<file path="src/rtl/cpu_mem_arbiter_if.sv">
// Bus bundle between the CPU's fetch/load-store ports, the arbiter and the memory.
// The slave modport is the arbiter's view; master is the core/memory side.
interface cpu_mem_arbiter_if #(
   parameter int AW = 32,
   parameter int DW = 32
);
   logic            if_req;
   logic [AW-1:0]   if_addr;
   logic [DW-1:0]   if_rdata;
   logic            if_done;

   logic            dm_req;
   logic            dm_we;
   logic [DW/8-1:0] dm_be;
   logic [AW-1:0]   dm_addr;
   logic [DW-1:0]   dm_wdata;
   logic [DW-1:0]   dm_rdata;
   logic            dm_done;

   logic            mem_en;
   logic            mem_we;
   logic [DW/8-1:0] mem_be;
   logic [AW-1:0]   mem_addr;
   logic [DW-1:0]   mem_wdata;
   logic [DW-1:0]   mem_rdata;

   modport slave (
      input  if_req, if_addr,
      output if_rdata, if_done,
      input  dm_req, dm_we, dm_be, dm_addr, dm_wdata,
      output dm_rdata, dm_done,
      output mem_en, mem_we, mem_be, mem_addr, mem_wdata,
      input  mem_rdata
   );

   modport master (
      output if_req, if_addr,
      input  if_rdata, if_done,
      output dm_req, dm_we, dm_be, dm_addr, dm_wdata,
      input  dm_rdata, dm_done,
      input  mem_en, mem_we, mem_be, mem_addr, mem_wdata,
      output mem_rdata
   );
endinterface

</file>
<file path="src/rtl/cpu_mem_arbiter.sv">
// Round-robin arbiter sharing one single-port memory between instruction fetch
// and load/store, one access at a time with a fixed memory read latency.
module cpu_mem_arbiter #(
   parameter int AW      = 32,
   parameter int DW      = 32,
   parameter int MEM_LAT = 1
) (
   input  logic                 clk,
   input  logic                 rst,
   cpu_mem_arbiter_if.slave     bus,
   output logic                 busy
);
   localparam int CW = (MEM_LAT < 1) ? 1 : $clog2(MEM_LAT + 1);

   if (MEM_LAT < 1) begin : g_bad_lat
      $error("cpu_mem_arbiter: MEM_LAT must be >= 1");
   end

   typedef enum logic [1:0] {IDLE, ACCESS, WAIT, DONE} state_t;
   typedef enum logic {OWN_IF, OWN_DM} owner_t;

   state_t        state;
   owner_t        owner;
   owner_t        last_owner;
   logic          owner_we;
   logic [CW-1:0] cnt;
   logic          grant_dm;

   // On a tie the port that did not go last wins.
   always_comb begin
      grant_dm = bus.dm_req && (!bus.if_req || (last_owner == OWN_IF));
   end

   always_comb begin
      busy = (state != IDLE);
   end

   always_ff @(posedge clk) begin
      if (!rst) begin
         state         <= IDLE;
         owner         <= OWN_IF;
         last_owner    <= OWN_IF;
         owner_we      <= 1'b0;
         cnt           <= '0;
         bus.mem_en    <= 1'b0;
         bus.mem_we    <= 1'b0;
         bus.mem_be    <= '0;
         bus.mem_addr  <= '0;
         bus.mem_wdata <= '0;
         bus.if_rdata  <= '0;
         bus.dm_rdata  <= '0;
         bus.if_done   <= 1'b0;
         bus.dm_done   <= 1'b0;
      end else begin
         case (state)
            IDLE: begin
               if (bus.if_req || bus.dm_req) begin
                  state      <= ACCESS;
                  bus.mem_en <= 1'b1;
                  if (grant_dm) begin
                     owner         <= OWN_DM;
                     last_owner    <= OWN_DM;
                     owner_we      <= bus.dm_we;
                     bus.mem_we    <= bus.dm_we;
                     bus.mem_be    <= bus.dm_be;
                     bus.mem_addr  <= bus.dm_addr;
                     bus.mem_wdata <= bus.dm_wdata;
                  end else begin
                     owner         <= OWN_IF;
                     last_owner    <= OWN_IF;
                     owner_we      <= 1'b0;
                     bus.mem_we    <= 1'b0;
                     bus.mem_be    <= '1;
                     bus.mem_addr  <= bus.if_addr;
                     bus.mem_wdata <= '0;
                  end
               end
            end
            ACCESS: begin
               bus.mem_en <= 1'b0;
               bus.mem_we <= 1'b0;
               cnt        <= CW'(MEM_LAT);
               state      <= WAIT;
            end
            WAIT: begin
               // Count of 1 marks the cycle in which mem_rdata is valid.
               if (cnt == CW'(1)) begin
                  if (!owner_we) begin
                     if (owner == OWN_DM) bus.dm_rdata <= bus.mem_rdata;
                     else                 bus.if_rdata <= bus.mem_rdata;
                  end
                  bus.if_done <= (owner == OWN_IF);
                  bus.dm_done <= (owner == OWN_DM);
                  state       <= DONE;
               end else begin
                  cnt <= cnt - CW'(1);
               end
            end
            DONE: begin
               bus.if_done <= 1'b0;
               bus.dm_done <= 1'b0;
               state       <= IDLE;
            end
            default: state <= IDLE;
         endcase
      end
   end
endmodule

</file>
<file path="src/flat_wrapper.sv">
// flat-port wrapper written by rule: the top's interface ports become plain ports
module cpu_mem_arbiter_flat 
#(
   parameter int AW      = 32,
   parameter int DW      = 32,
   parameter int MEM_LAT = 1
)
  (clk, rst, busy, bus_if_req, bus_if_addr, bus_if_rdata, bus_if_done, bus_dm_req, bus_dm_we, bus_dm_be, bus_dm_addr, bus_dm_wdata, bus_dm_rdata, bus_dm_done, bus_mem_en, bus_mem_we, bus_mem_be, bus_mem_addr, bus_mem_wdata, bus_mem_rdata);
  cpu_mem_arbiter_if #(.AW(AW), .DW(DW)) bus_i ();
  input  logic clk;
  input  logic rst;
  output logic busy;
  input wire logic [$bits(bus_i.if_req)-1:0] bus_if_req;
  input wire logic [$bits(bus_i.if_addr)-1:0] bus_if_addr;
  output wire logic [$bits(bus_i.if_rdata)-1:0] bus_if_rdata;
  output wire logic [$bits(bus_i.if_done)-1:0] bus_if_done;
  input wire logic [$bits(bus_i.dm_req)-1:0] bus_dm_req;
  input wire logic [$bits(bus_i.dm_we)-1:0] bus_dm_we;
  input wire logic [$bits(bus_i.dm_be)-1:0] bus_dm_be;
  input wire logic [$bits(bus_i.dm_addr)-1:0] bus_dm_addr;
  input wire logic [$bits(bus_i.dm_wdata)-1:0] bus_dm_wdata;
  output wire logic [$bits(bus_i.dm_rdata)-1:0] bus_dm_rdata;
  output wire logic [$bits(bus_i.dm_done)-1:0] bus_dm_done;
  output wire logic [$bits(bus_i.mem_en)-1:0] bus_mem_en;
  output wire logic [$bits(bus_i.mem_we)-1:0] bus_mem_we;
  output wire logic [$bits(bus_i.mem_be)-1:0] bus_mem_be;
  output wire logic [$bits(bus_i.mem_addr)-1:0] bus_mem_addr;
  output wire logic [$bits(bus_i.mem_wdata)-1:0] bus_mem_wdata;
  input wire logic [$bits(bus_i.mem_rdata)-1:0] bus_mem_rdata;
  assign bus_i.if_req = bus_if_req;
  assign bus_i.if_addr = bus_if_addr;
  assign bus_if_rdata = bus_i.if_rdata;
  assign bus_if_done = bus_i.if_done;
  assign bus_i.dm_req = bus_dm_req;
  assign bus_i.dm_we = bus_dm_we;
  assign bus_i.dm_be = bus_dm_be;
  assign bus_i.dm_addr = bus_dm_addr;
  assign bus_i.dm_wdata = bus_dm_wdata;
  assign bus_dm_rdata = bus_i.dm_rdata;
  assign bus_dm_done = bus_i.dm_done;
  assign bus_mem_en = bus_i.mem_en;
  assign bus_mem_we = bus_i.mem_we;
  assign bus_mem_be = bus_i.mem_be;
  assign bus_mem_addr = bus_i.mem_addr;
  assign bus_mem_wdata = bus_i.mem_wdata;
  assign bus_i.mem_rdata = bus_mem_rdata;
  cpu_mem_arbiter #(.AW(AW), .DW(DW), .MEM_LAT(MEM_LAT)) u_core (.clk(clk), .rst(rst), .bus(bus_i), .busy(busy));
endmodule
</file>
<file path="config.mk">
export PLATFORM = sky130hd
export DESIGN_NAME = cpu_mem_arbiter_flat
export DESIGN_NICKNAME = d
export VERILOG_FILES = /design/src/rtl/cpu_mem_arbiter_if.sv /design/src/rtl/cpu_mem_arbiter.sv /design/src/flat_wrapper.sv
export SDC_FILE = /design/constraint.sdc
export NUM_CORES = 1
export LEC_CHECK = 0
export ABC_AREA = 1
export BUFFER_PORTS_ARGS = -buffer_cell sky130_fd_sc_hd__buf_2
export CAP_MARGIN = 5
export CORE_MARGIN = 2
export CORE_UTILIZATION = 45
export DETAILED_ROUTE_END_ITERATION = 16
export PLACE_DENSITY = 0.79
export SLEW_MARGIN = 25
export SYNTH_ARGS = -nofsm -noshare
export SYNTH_HDL_FRONTEND = slang
export SYNTH_SLANG_ARGS = --single-unit
</file>
<file path="constraint.sdc">
create_clock -name clk -period 1.8 [get_ports clk]
set_clock_uncertainty 0.1 [all_clocks]
set_input_delay 0.18 -clock clk [delete_from_list [all_inputs] [get_ports clk]]
set_output_delay 0.18 -clock clk [all_outputs]
set_load 0.03 [all_outputs]
</file>
After elaboration in Yosys (flattened, before gate mapping). Cells that the tools add are included. Widths: inputs -> output; s select.

Bitwise gates (word level): 2. Reduce and logical (&&, ||, !) cells: 15. Equality and inequality tests: 5. Add/subtract/negate cells: 1. Mux-type cells: 18.

Operator list (number): $mux 32 (2); $pmux 1 s2 (5); $pmux 2 s4 (1); $reduce_and 2->1 (4); $reduce_and 4->1 (2); $reduce_bool 2->1 (4); $mux 1 (7); $eq 2x2->1 const B (2); $mux 2 (2); $mux 4 (1); $ne 2x1->1 const B (2); $eq 2x1->1 const B (1); $logic_not 2->1 (1); $logic_or 1x1->1 (2); $not 1->1 (2); $logic_and 1x1->1 (1); $logic_not 1->1 (1); $sub 1x1->1 const B (1).

Register bits: 141. Logic and storage cells: 54. Bits of input ports: 137.

Depth between registers and ports, before layout. Gate-level depths: netlist of the first run.

Word-level depth: 6. Gate-level depth with buffers: 9. Gate-level depth less buffers: 8.

Worst setup path after synthesis of the first run. OpenSTA, ideal clock, no wires.

Path kind: flip-flop to flip-flop. Start point: reg u_core.state[0]. End point: reg u_core.bus.mem_addr[10]. Arrival: 1.341 ns. Data required time: 1.583 ns. Path slack: 0.242 ns. Clock period less this slack: 1.558 ns. Cell stages (with the launch flop): 9. Path through: dfxtp_1 inv_1 ha_1 inv_2 nor2_4 buf_2 nand2_1 a21oi_1 nor2_1.

Cells in the longest elaborated chain, start to end: 2.

RTL lines: from (decl) (RTL line cpu_mem_arbiter.sv:22) `state_t state;`; from (signal assigned) (RTL line cpu_mem_arbiter.sv:40) `state <= IDLE;`; from (signal assigned) (RTL line cpu_mem_arbiter.sv:58) `state <= ACCESS;`; from (signal assigned) (RTL line cpu_mem_arbiter.sv:83) `state <= WAIT;`; $logic_not 2->1 (RTL line cpu_mem_arbiter.sv:55) `case (state)`; $reduce_and 2->1 (no line); to (signal assigned) (RTL line cpu_mem_arbiter.sv:66) `bus.mem_addr <= bus.dm_addr;`; to (signal assigned) (RTL line cpu_mem_arbiter.sv:74) `bus.mem_addr <= bus.if_addr;`; to (decl) (RTL line cpu_mem_arbiter_if.sv:32) `output mem_en, mem_we, mem_be, mem_addr, mem_wdata,`.

No other way between the ends. A chain may end at the register's enable or synchronous reset.

==> results of run 1 <==
worst reg2reg max path: stages (launching register included):
cell and delay (ps):
dfxtp_1 360, nand2_1 90, nand2_2 200, inv_2 500
a21oi_1 190, nor2_1 170
Yosys cell counts:
cell type / n
nor2_1: 178
nand2_1: 145
dfxtp_1: 141
o21ai_0: 96
a21oi_1: 71
clkbuf_1: 17
buf_2: 15
buf_4: 12
inv_1: 10
ha_1: 6
nand3_1: 5
o21ai_1: 5
inv_2: 4
buf_1: 2
nor2_4: 2
nand2_2: 1
nor3_1: 1
o21ai_2: 1
state kept, by name, indices dropped and copies added (netlist names):
| name | flops |
|---|---|
| u_core.bus.if_done | 1 |
| u_core.owner | 1 |
| u_core.bus.dm_rdata | 32 |
| u_core.bus.dm_done | 1 |
| u_core.bus.mem_wdata | 32 |
| u_core.cnt | 1 |
| u_core.bus.mem_addr | 32 |
| u_core.bus.mem_we | 1 |
| u_core.owner_we | 1 |
| u_core.bus.mem_en | 1 |
| u_core.bus.mem_be | 4 |
| u_core.state | 2 |
| u_core.bus.if_rdata | 32 |
how the worst max path moves through the flow:
stage,start,end,slack (ps)
global route,u_core.owner,u_core.bus.mem_addr[10],6
global placement,u_core.state[0],u_core.bus.dm_rdata[0],140
detailed placement,u_core.state[0],u_core.bus.dm_rdata[8],50
finish,u_core.owner,u_core.bus.mem_addr[10],110
floorplan,u_core.state[0],u_core.bus.mem_addr[10],240
CTS,u_core.state[1],busy,4
through the flow:
stage               util [%]  setup slack [ps]  power [W]  hold WS (ps)  instance area (sq um)
floorplan                  -               242    0.00656           201                   5330
global placement        59.5               144    0.00765           288                   6820
detailed placement      59.5              52.1    0.00770           308                   6820
CTS                     76.7              3.58     0.0117          27.0                   8790
global route            77.5              5.74     0.0127          81.6                   8880
finish                  77.5               107     0.0122          42.0                   8880
cells by family (layout without fill, tap and decap cells):
logic type               Yosys count  count (layout)
adder cells (fa/ha/maj)            6               6
AND/OR/NAND/NOR                  332             332
AO/OA/AOI/OAI                    173             173
flip-flops                       141             141
buffers and inverters             60             468
repair_timing:
action / CTS / global route
hold endpoints to repair: 133 / 0
setup endpoints to repair: 1 / 67
hold buffers: 133 / 0
resized for setup: 1 / 8
setup buffers: 0 / 1
gates cloned: 0 / 2
report_power, final:
part / internal (W) / total (W) / switching [W]
clock: 0.00248 / 0.00382 / 0.00134
combinational: 0.00153 / 0.00437 / 0.00285
sequential: 0.00368 / 0.00401 / 0.000332
layer usage:
layer  vias up  wire length, microns  global-route usage [%]
met3       131                  1800                    8.52
li1       3082                     -                       -
met5         -                     0                       0
met2       453                 10200                    54.4
met1      3003                  7510                    34.4
met4         0                  1550                    24.8
area by class of cell:
| type | count | share of cell area [%] |
|---|---|---|
| well taps | 143 | 2.01 |
| flip-flops and latches | 141 | 31.8 |
| clock buffers | 19 | 4.99 |
| repair buffers | 424 | 33.3 |
| inverters | 14 | 0.620 |
| clock inverters | 11 | 2.16 |
| multi-input cells | 511 | 25.1 |
==> results.tsv, run 1 <==
metric	value	unit
placed cells	1097	
CP Data Required Time	2040	ps
mapped cell area	5330	sq um
initial core utilization	46.5	%
Setup TNS Final	0	ps
Reg2Reg Depth	5	
post-synthesis mux area share	0	%
FF/Latch Area	2820	sq um
worst hold stages	4	
Die ar.	12700	sq um
antenna-violating nets left	0	
Reg clk slew, reported paths	60	ps
Synth Area in XOR/XNOR	0	%
Yosys warnings	0	
Synth Area in Adders	1.41	%
GR Util All Layers	32.3	%
Num CTS Buffers	17	
Setup Viol. Count Final	0	
Fill cells	736	
Syn-to-layout area delta	66.7	%
hold wc startpoint	bus_if_req	
via count	6669	
synth top area cells	dfxtp_1, nor2_1, nand2_1, o21ai_0, a21oi_1	
kind of critical path	register to register	
DRT Pass-1 Iters	5	
hpwl dp	10.9	mm
slowest CP cell	inv_2	
initial antenna violation count	0	
Mean Syn Cell Area	7.48	sq um
net count after synthesis	855	
sequential-to-total area share from yosys stat	53.0	%
Simple-Gate Fraction of Synth Area	23.9	%
Leak Pwr	4.25	nW
post-synth top area cell	dfxtp_1	
Worst VDD drop	1.01	mV
WL per Instance	16.6	microns
Worst-Margin Slew	569	ps
Remaining Overflow, GRT	0	
PortBufs	273	
Synth top area share	53.0	%
crit path time final	1690	ps
total routed wirelength	21.0	mm
Max-Cap Viols	0	
final hold viol count	0	
commonest non-fill, non-tap cell in the layout	buf_2	
crit-path cells	nand2_1 > nand2_2 > inv_2 > a21oi_1 > nor2_1	
largest net degree at the start of global routing	103	
Residual DRC	0	
CP max stage delay	500	ps
crit-path leading delay family	buffers and inverters	
Final Max Tran Viols	0	
Max FO, Critical Path	32	
routability cong.	0.836	
Netlist cell types	18	
vias in the first global route	6592	
RSZ-0062 raised after global routing	false	
PwrDens	1370	nW/um^2
clk sinks	141	
critical path endpoint category	register	
Synth Area in Compound Gates	16.3	%
H-tree depth	4	
Die Y	113	microns
IO Pins	274	
Reg2Reg Setup Slack	110	ps
Die Wd	113	microns
r2r endpoint	u_core.bus.mem_addr[10]	
layout cells sized above 1	29.6	%
first-pass GRT wire length	32.5	mm
fin nets	1252	
Buf/Inv on CP	1	
clk_lat worst skew	420	ps
number of synthesized register bits	141	
crit path DAT	1930	ps
multi-input logic area	2230	sq um
CTS tree	done	
hold crit path type	input port to register	
final period utilization	94.0	%
cell count after synthesis	712	
Non-Filler Instances	1263	
Longest Clk Path Bufs	2	
Slew Limit Headroom	62.0	%
Hold Path End	u_core.bus.mem_we	
nature of the critical path startpoint	register	
Crit path depth	5	
fmax	591	MHz
FF-to-FF Start	u_core.owner	
vias per cell	5.28	
main combinational cell family by area after synthesis	simple AND/OR/NAND/NOR gates	
core footprint	11500	sq um
CTS root buffer	clkbuf_16	
outcome	finished clean	
# diodes	0	
1st-iter DRT viols	616	
site row count	39	
commonest cells after routing, fill and taps aside	buf_2, nor2_1, nand2_1, dfxtp_1, dlygate4sd3_1	
(Power assumes the default switching activity.)
==> run 2: changes to the inputs <==
--- a/config.mk
+++ b/config.mk
@@ -6,12 +6,11 @@
 export NUM_CORES = 1
 export LEC_CHECK = 0
 export ABC_AREA = 1
-export BUFFER_PORTS_ARGS = -buffer_cell sky130_fd_sc_hd__buf_2
 export CAP_MARGIN = 5
 export CORE_MARGIN = 2
-export CORE_UTILIZATION = 45
+export CORE_UTILIZATION = 50
 export DETAILED_ROUTE_END_ITERATION = 16
-export PLACE_DENSITY = 0.79
+export DONT_BUFFER_PORTS = 1
 export SLEW_MARGIN = 25
 export SYNTH_ARGS = -nofsm -noshare
 export SYNTH_HDL_FRONTEND = slang
==> results.tsv, run 2 (same netlist as run 1, synthesis figures left out) <==
metric	value	unit	change
routability cong.	0.796		was 0.836
hpwl dp	9.57	mm	was 10.9 mm
Fill cells	786		was 736
PwrDens	1500	nW/um^2	was 1370 nW/um^2
IO Pins	274		unchanged
vias per cell	5.30		was 5.28
crit path DAT	2000	ps	was 1930 ps
Seq pwr share	45.0	%	was 32.9%
Clock power frac	32.3	%	was 31.3%
setup ws final	106	ps	was 107 ps
commonest cells after routing, fill and taps aside	nor2_1, nand2_1, dfxtp_1, dlygate4sd3_1, o21ai_0		was buf_2, nor2_1, nand2_1, dfxtp_1, dlygate4sd3_1
P_int	0.00720	W	was 0.00768 W
fin nets	983		was 1,252
site row count	37		was 39
placed cells	813		was 1,097
initial antenna violation count	0		unchanged
Reg clk slew, reported paths	60	ps	about the same
total routed wirelength	16.5	mm	was 21.0 mm
Setup Viol. Count Final	0		unchanged
Die Wd	107	microns	was 113 microns
Remaining Overflow, GRT	0		unchanged
FF/Latch Area	2820	sq um	unchanged
Num CTS Buffers	17		unchanged
Switching Fraction	36.8	%	was 37.0%
nature of the critical path startpoint	register		unchanged
largest net degree at the start of global routing	104		was 103
Final Max Tran Viols	0		unchanged
CP Data Required Time	2110	ps	was 2040 ps
antenna-violating nets left	0		unchanged
multi-input logic area	2240	sq um	was 2230 sq um
Longest Clk Path Bufs	2		unchanged
outcome	finished clean		unchanged
CTS root buffer	clkbuf_8		was clkbuf_16
layout cells sized above 1	7.28	%	was 29.6%
Die ar.	11500	sq um	was 12,700 sq um
via count	5232		was 6,669
hold crit path type	input port to register		unchanged
Leak Pwr	3.00	nW	was 4.25 nW
Setup TNS Final	0	ps	unchanged
hold_ws	80.9	ps	was 42.0 ps
Syn-to-layout area delta	42.1	%	was 66.7%
PortBufs	0		was 273
Worst VDD drop	0.980	mV	was 1.01 mV
final hold viol count	0		unchanged
DRT Pass-1 Iters	4		was 5
clk_lat worst skew	520	ps	was 420 ps
Worst-Margin Slew	411	ps	was 569 ps
sw power	0.00419	W	was 0.00452 W
final period utilization	94.1	%	was 94.0%
dpl cell area	5410	sq um	was 6820 sq um
commonest non-fill, non-tap cell in the layout	nor2_1		was buf_2
pre-CTS WS	-9.70	ps	was 52.1 ps
Residual DRC	0		unchanged
first-pass GRT wire length	24.7	mm	was 32.5 mm
crit path time final	1690	ps	about the same
Max-Cap Viols	0		unchanged
post-layout instance area	7570	sq um	was 8880 sq um
core footprint	10300	sq um	was 11,500 sq um
clk sinks	141		unchanged
H-tree depth	4		unchanged
# diodes	0		unchanged
critical path endpoint category	register		unchanged
GR Util All Layers	27.4	%	was 32.3%
Die Y	107	microns	was 113 microns
initial core utilization	51.6	%	was 46.5%
Non-Filler Instances	988		was 1,263
Slew Limit Headroom	72.6	%	was 62.0%
Comb pwr share	22.7	%	was 35.8%
fmax	590	MHz	was 591 MHz
Max FO, Critical Path	18		was 32
1st-iter DRT viols	296		was 616
vias in the first global route	5073		was 6,592
kind of critical path	register to register		unchanged
CTS tree	done		unchanged
WL per Instance	16.7	microns	was 16.6 microns
## run 2: cell count changes in the layout (fill, tap and decap cells not counted), sizes merged
cell / previous run / this run
dlygate4sd3: 133 / 137
clkinv: 2 / 4
buf: 289 / 16
bufinv: 5 / 4
inv: 15 / 14
clkinvlp: 3 / 2
clkbuf: 21 / 23
## run 2: worst paths after layout
path	start	endpoint	slack, ps	cells after the start
setup / recovery	u_core.state[1]	u_core.bus.mem_addr[0]	110	10
hold / removal	bus_dm_req	u_core.owner_we	80	4
setup reg to reg	u_core.state[1]	u_core.bus.mem_addr[0]	110	10
hold reg to reg	u_core.owner_we	u_core.owner_we	390	2
## run 2: final cells by class
cell class,count,area share [%]
clock buffers,21,6.07
clock inverters,10,2.15
inverters,14,0.793
multi-input cells,511,29.6
flip-flops and latches,141,37.3
well taps,136,2.25
repair buffers,155,21.9
## run 2: per-layer routing
layer	track usage (%)	share of wire, %	wire (microns)	up-vias
met1	30.5	39	6440	2386
li1	-	-	-	2537
met4	14.8	3.9	635	0
met5	0	0	0	-
met3	10.0	9.2	1520	55
met2	45.2	48	7850	254
## run 2: power by group through the flow
| stage | Clock (W) | Sequential, W | Combinational (W) |
|---|---|---|---|
| after CTS | 0.00372 | 0.00512 | 0.00229 |
| final | 0.00368 | 0.00512 | 0.00259 |
| after global routing | 0.00386 | 0.00518 | 0.00288 |
| after global placement | 0 | 0.00517 | 0.00188 |
| after detailed placement | 0 | 0.00518 | 0.00195 |
| after floorplan | 0 | 0.00501 | 0.00155 |
## run 2: worst max-delay path: stages (launching register included)
cell and delay [ps]:
dfxtp_2 340, inv_1 140, ha_4 170, inv_2 50, buf_4 130, nor2_4 110, buf_12 120, buf_12 130
nand2_1 80, a21oi_1 140, nor2_1 60
## run 2: repair_timing
item	in CTS	in global routing
setup endpoints to repair	2	69
cloned	0	2
pin swaps	0	1
hold buffers	138	0
buffers inserted	2	2
gates resized for setup	3	14
hold endpoints to repair	139	0
## run 2: through the flow
stage | total power (W) | util, %
2_1_floorplan | 0.00656 | -
3_3_place_gp | 0.00705 | 52.4
3_5_place_dp | 0.00713 | 52.4
4_1_cts | 0.0111 | 72.2
5_1_grt | 0.0119 | 73.3
6_report | 0.0114 | 73.3
==> run 3: changes to the inputs <==
--- a/config.mk
+++ b/config.mk
@@ -11,6 +11,8 @@
 export CORE_UTILIZATION = 50
 export DETAILED_ROUTE_END_ITERATION = 16
 export DONT_BUFFER_PORTS = 1
+export PLACE_DENSITY = 0.71
+export RECOVER_POWER = 25
 export SLEW_MARGIN = 25
 export SYNTH_ARGS = -nofsm -noshare
 export SYNTH_HDL_FRONTEND = slang
==> results.tsv, run 3 (same netlist as run 1, synthesis figures left out) <==
metric	value	unit	change
slowest CP cell	dfxtp_2		unchanged
kind of critical path	register to output pin		was register to register
Leak Pwr	2.94	nW	was 3.00 nW
Final Max Tran Viols	0		unchanged
site row count	37		unchanged
Reg2Reg Setup Slack	100	ps	was 110 ps
first-pass GRT wire length	26.9	mm	was 24.7 mm
crit path time final	1720	ps	was 1690 ps
final hold viol count	0		unchanged
RSZ-0062 raised after global routing	false		
core footprint	10300	sq um	unchanged
critical path endpoint category	output pin		was register
CTS tree	done		unchanged
crit-path cells	inv_1 > ha_4 > inv_4 > buf_6		was inv_1 > ha_4 > inv_2 > buf_4 > nor2_4 > buf_12 > buf_12 > nand2_1 > a21oi_1 > nor2_1
H-tree depth	4		unchanged
fmax	582	MHz	was 590 MHz
outcome	finished clean		unchanged
commonest cells after routing, fill and taps aside	nor2_1, nand2_1, dfxtp_1, dlygate4sd3_1, o21ai_0		unchanged
fin nets	980		was 983
CTS root buffer	clkbuf_8		unchanged
GR Util All Layers	29.7	%	was 27.4%
Setup TNS Final	0	ps	unchanged
Critical Path Start	u_core.state[1]		unchanged
PortBufs	0		unchanged
routability cong.	0.826		was 0.796
Max-Cap Viols	0		unchanged
dpl cell area	5430	sq um	was 5410 sq um
via count	5438		was 5,232
final period utilization	95.5	%	was 94.1%
clk sinks	141		unchanged
Setup Viol. Count Final	0		unchanged
M1 GR Usage	30.3	%	was 30.5%
Reg2Reg Depth	7		was 10
commonest non-fill, non-tap cell in the layout	nor2_1		unchanged
clk_lat worst skew	520	ps	about the same
Longest Clk Path Bufs	2		unchanged
hold_ws	9.04	ps	was 80.9 ps
Reg clk slew, reported paths	60	ps	about the same
1st-iter DRT viols	470		was 296
IO Pins	274		unchanged
GRT Max-Usage Layer	met2		unchanged
Slew Limit Headroom	63.8	%	was 72.6%
Fill cells	678		was 786
Syn-to-layout area delta	40.0	%	was 42.1%
DRT Pass-1 Iters	5		was 4
Worst VDD drop	0.896	mV	was 0.980 mV
Global Route met2 Usage	53.3	%	was 45.2%
post-layout instance area	7460	sq um	was 7570 sq um
Num CTS Buffers	17		unchanged
met3 usage	9.54	%	was 10.0%
Die Wd	107	microns	unchanged
Remaining Overflow, GRT	0		unchanged
WL per Instance	17.6	microns	was 16.7 microns
layout cells sized above 1	6.35	%	was 7.28%
initial antenna violation count	0		unchanged
Worst-Margin Slew	542	ps	was 411 ps
total routed wirelength	17.3	mm	was 16.5 mm
crit path DAT	1440	ps	was 2000 ps
worst hold stages	4		unchanged
hpwl dp	9.56	mm	was 9.57 mm
hold crit path type	input port to register		unchanged
# diodes	0		unchanged
vias per cell	5.52		was 5.30
CP endpoint	busy		was u_core.bus.mem_addr[0]
initial core utilization	51.6	%	unchanged
Die ar.	11500	sq um	unchanged
CP max stage delay	370	ps	was 340 ps
Core Util, Final	72.2	%	was 73.3%
largest net degree at the start of global routing	104		unchanged
Max FO, Critical Path	5		was 18
FF-to-FF Start	u_core.owner		was u_core.state[1]
antenna-violating nets left	0		unchanged
vias in the first global route	5521		was 5,073
Die Y	107	microns	unchanged
CP Data Required Time	1520	ps	was 2110 ps
PwrDens	1510	nW/um^2	was 1500 nW/um^2
nature of the critical path startpoint	register		unchanged
Residual DRC	0		unchanged
r2r endpoint	u_core.bus.mem_addr[15]		was u_core.bus.mem_addr[0]
==> run 3: final cells by class <==
type / count / area (sq um) / area share, %
well taps: 136 / 170 / 2.28
multi-input cells: 511 / 2230 / 29.9
repair buffers: 152 / 1570 / 21.0
clock inverters: 12 / 186 / 2.50
inverters: 14 / 57.6 / 0.772
flip-flops and latches: 141 / 2820 / 37.9
clock buffers: 20 / 425 / 5.70
==> run 3: power by group <==
group / switching [W] / internal [W]
clock network: 0.00138 / 0.00227
registers: 0.00144 / 0.00368
logic: 0.00148 / 0.000993
total: 0.00430 / 0.00694
==> run 3: critical path, delay by kind of cell, from the launching register on <==
family | cells | cell delay [ps]
buf+inv | 3 | 350
flops | 1 | 370
fa+ha+maj | 1 | 200
==> run 3: per-layer routing <==
layer | vias to the layer above | wire (microns)
li1 | 2538 | -
met1 | 2485 | 6120
met2 | 336 | 8830
met3 | 79 | 1630
met4 | 0 | 759
met5 | - | 0
==> run 3: repair_timing <==
| item | CTS | global route |
|---|---|---|
| hold endpoints to repair | 139 | 0 |
| endpoints found under the setup margin | 1 | 44 |
| gates resized for setup | 4 | 7 |
| cloned | 0 | 0 |
| hold buffers | 138 | 0 |
| setup buffers | 0 | 0 |
==> run 3: worst min-delay path by stage <==
stage / startpoint / end
4_1_cts: bus_dm_req / u_core.bus.mem_addr[9]
5_1_grt: bus_dm_req / u_core.bus.mem_we
6_report: bus_dm_req / u_core.bus.mem_we
3_3_place_gp: bus_dm_be[2] / u_core.bus.mem_be[2]
2_1_floorplan: bus_dm_be[0] / u_core.bus.mem_be[0]
3_5_place_dp: bus_dm_be[2] / u_core.bus.mem_be[2]
==> run 3: metrics by stage <==
| step | std cells | power (W) | worst slack [ps] |
|---|---|---|---|
| after floorplan | 712 | 0.00656 | 242 |
| after global placement | 816 | 0.00702 | 140 |
| after detailed placement | 816 | 0.00712 | 24.2 |
| after CTS | 986 | 0.0110 | 4.55 |
| after global routing | 986 | 0.0117 | 9.53 |
| final | 986 | 0.0112 | 81.7 |
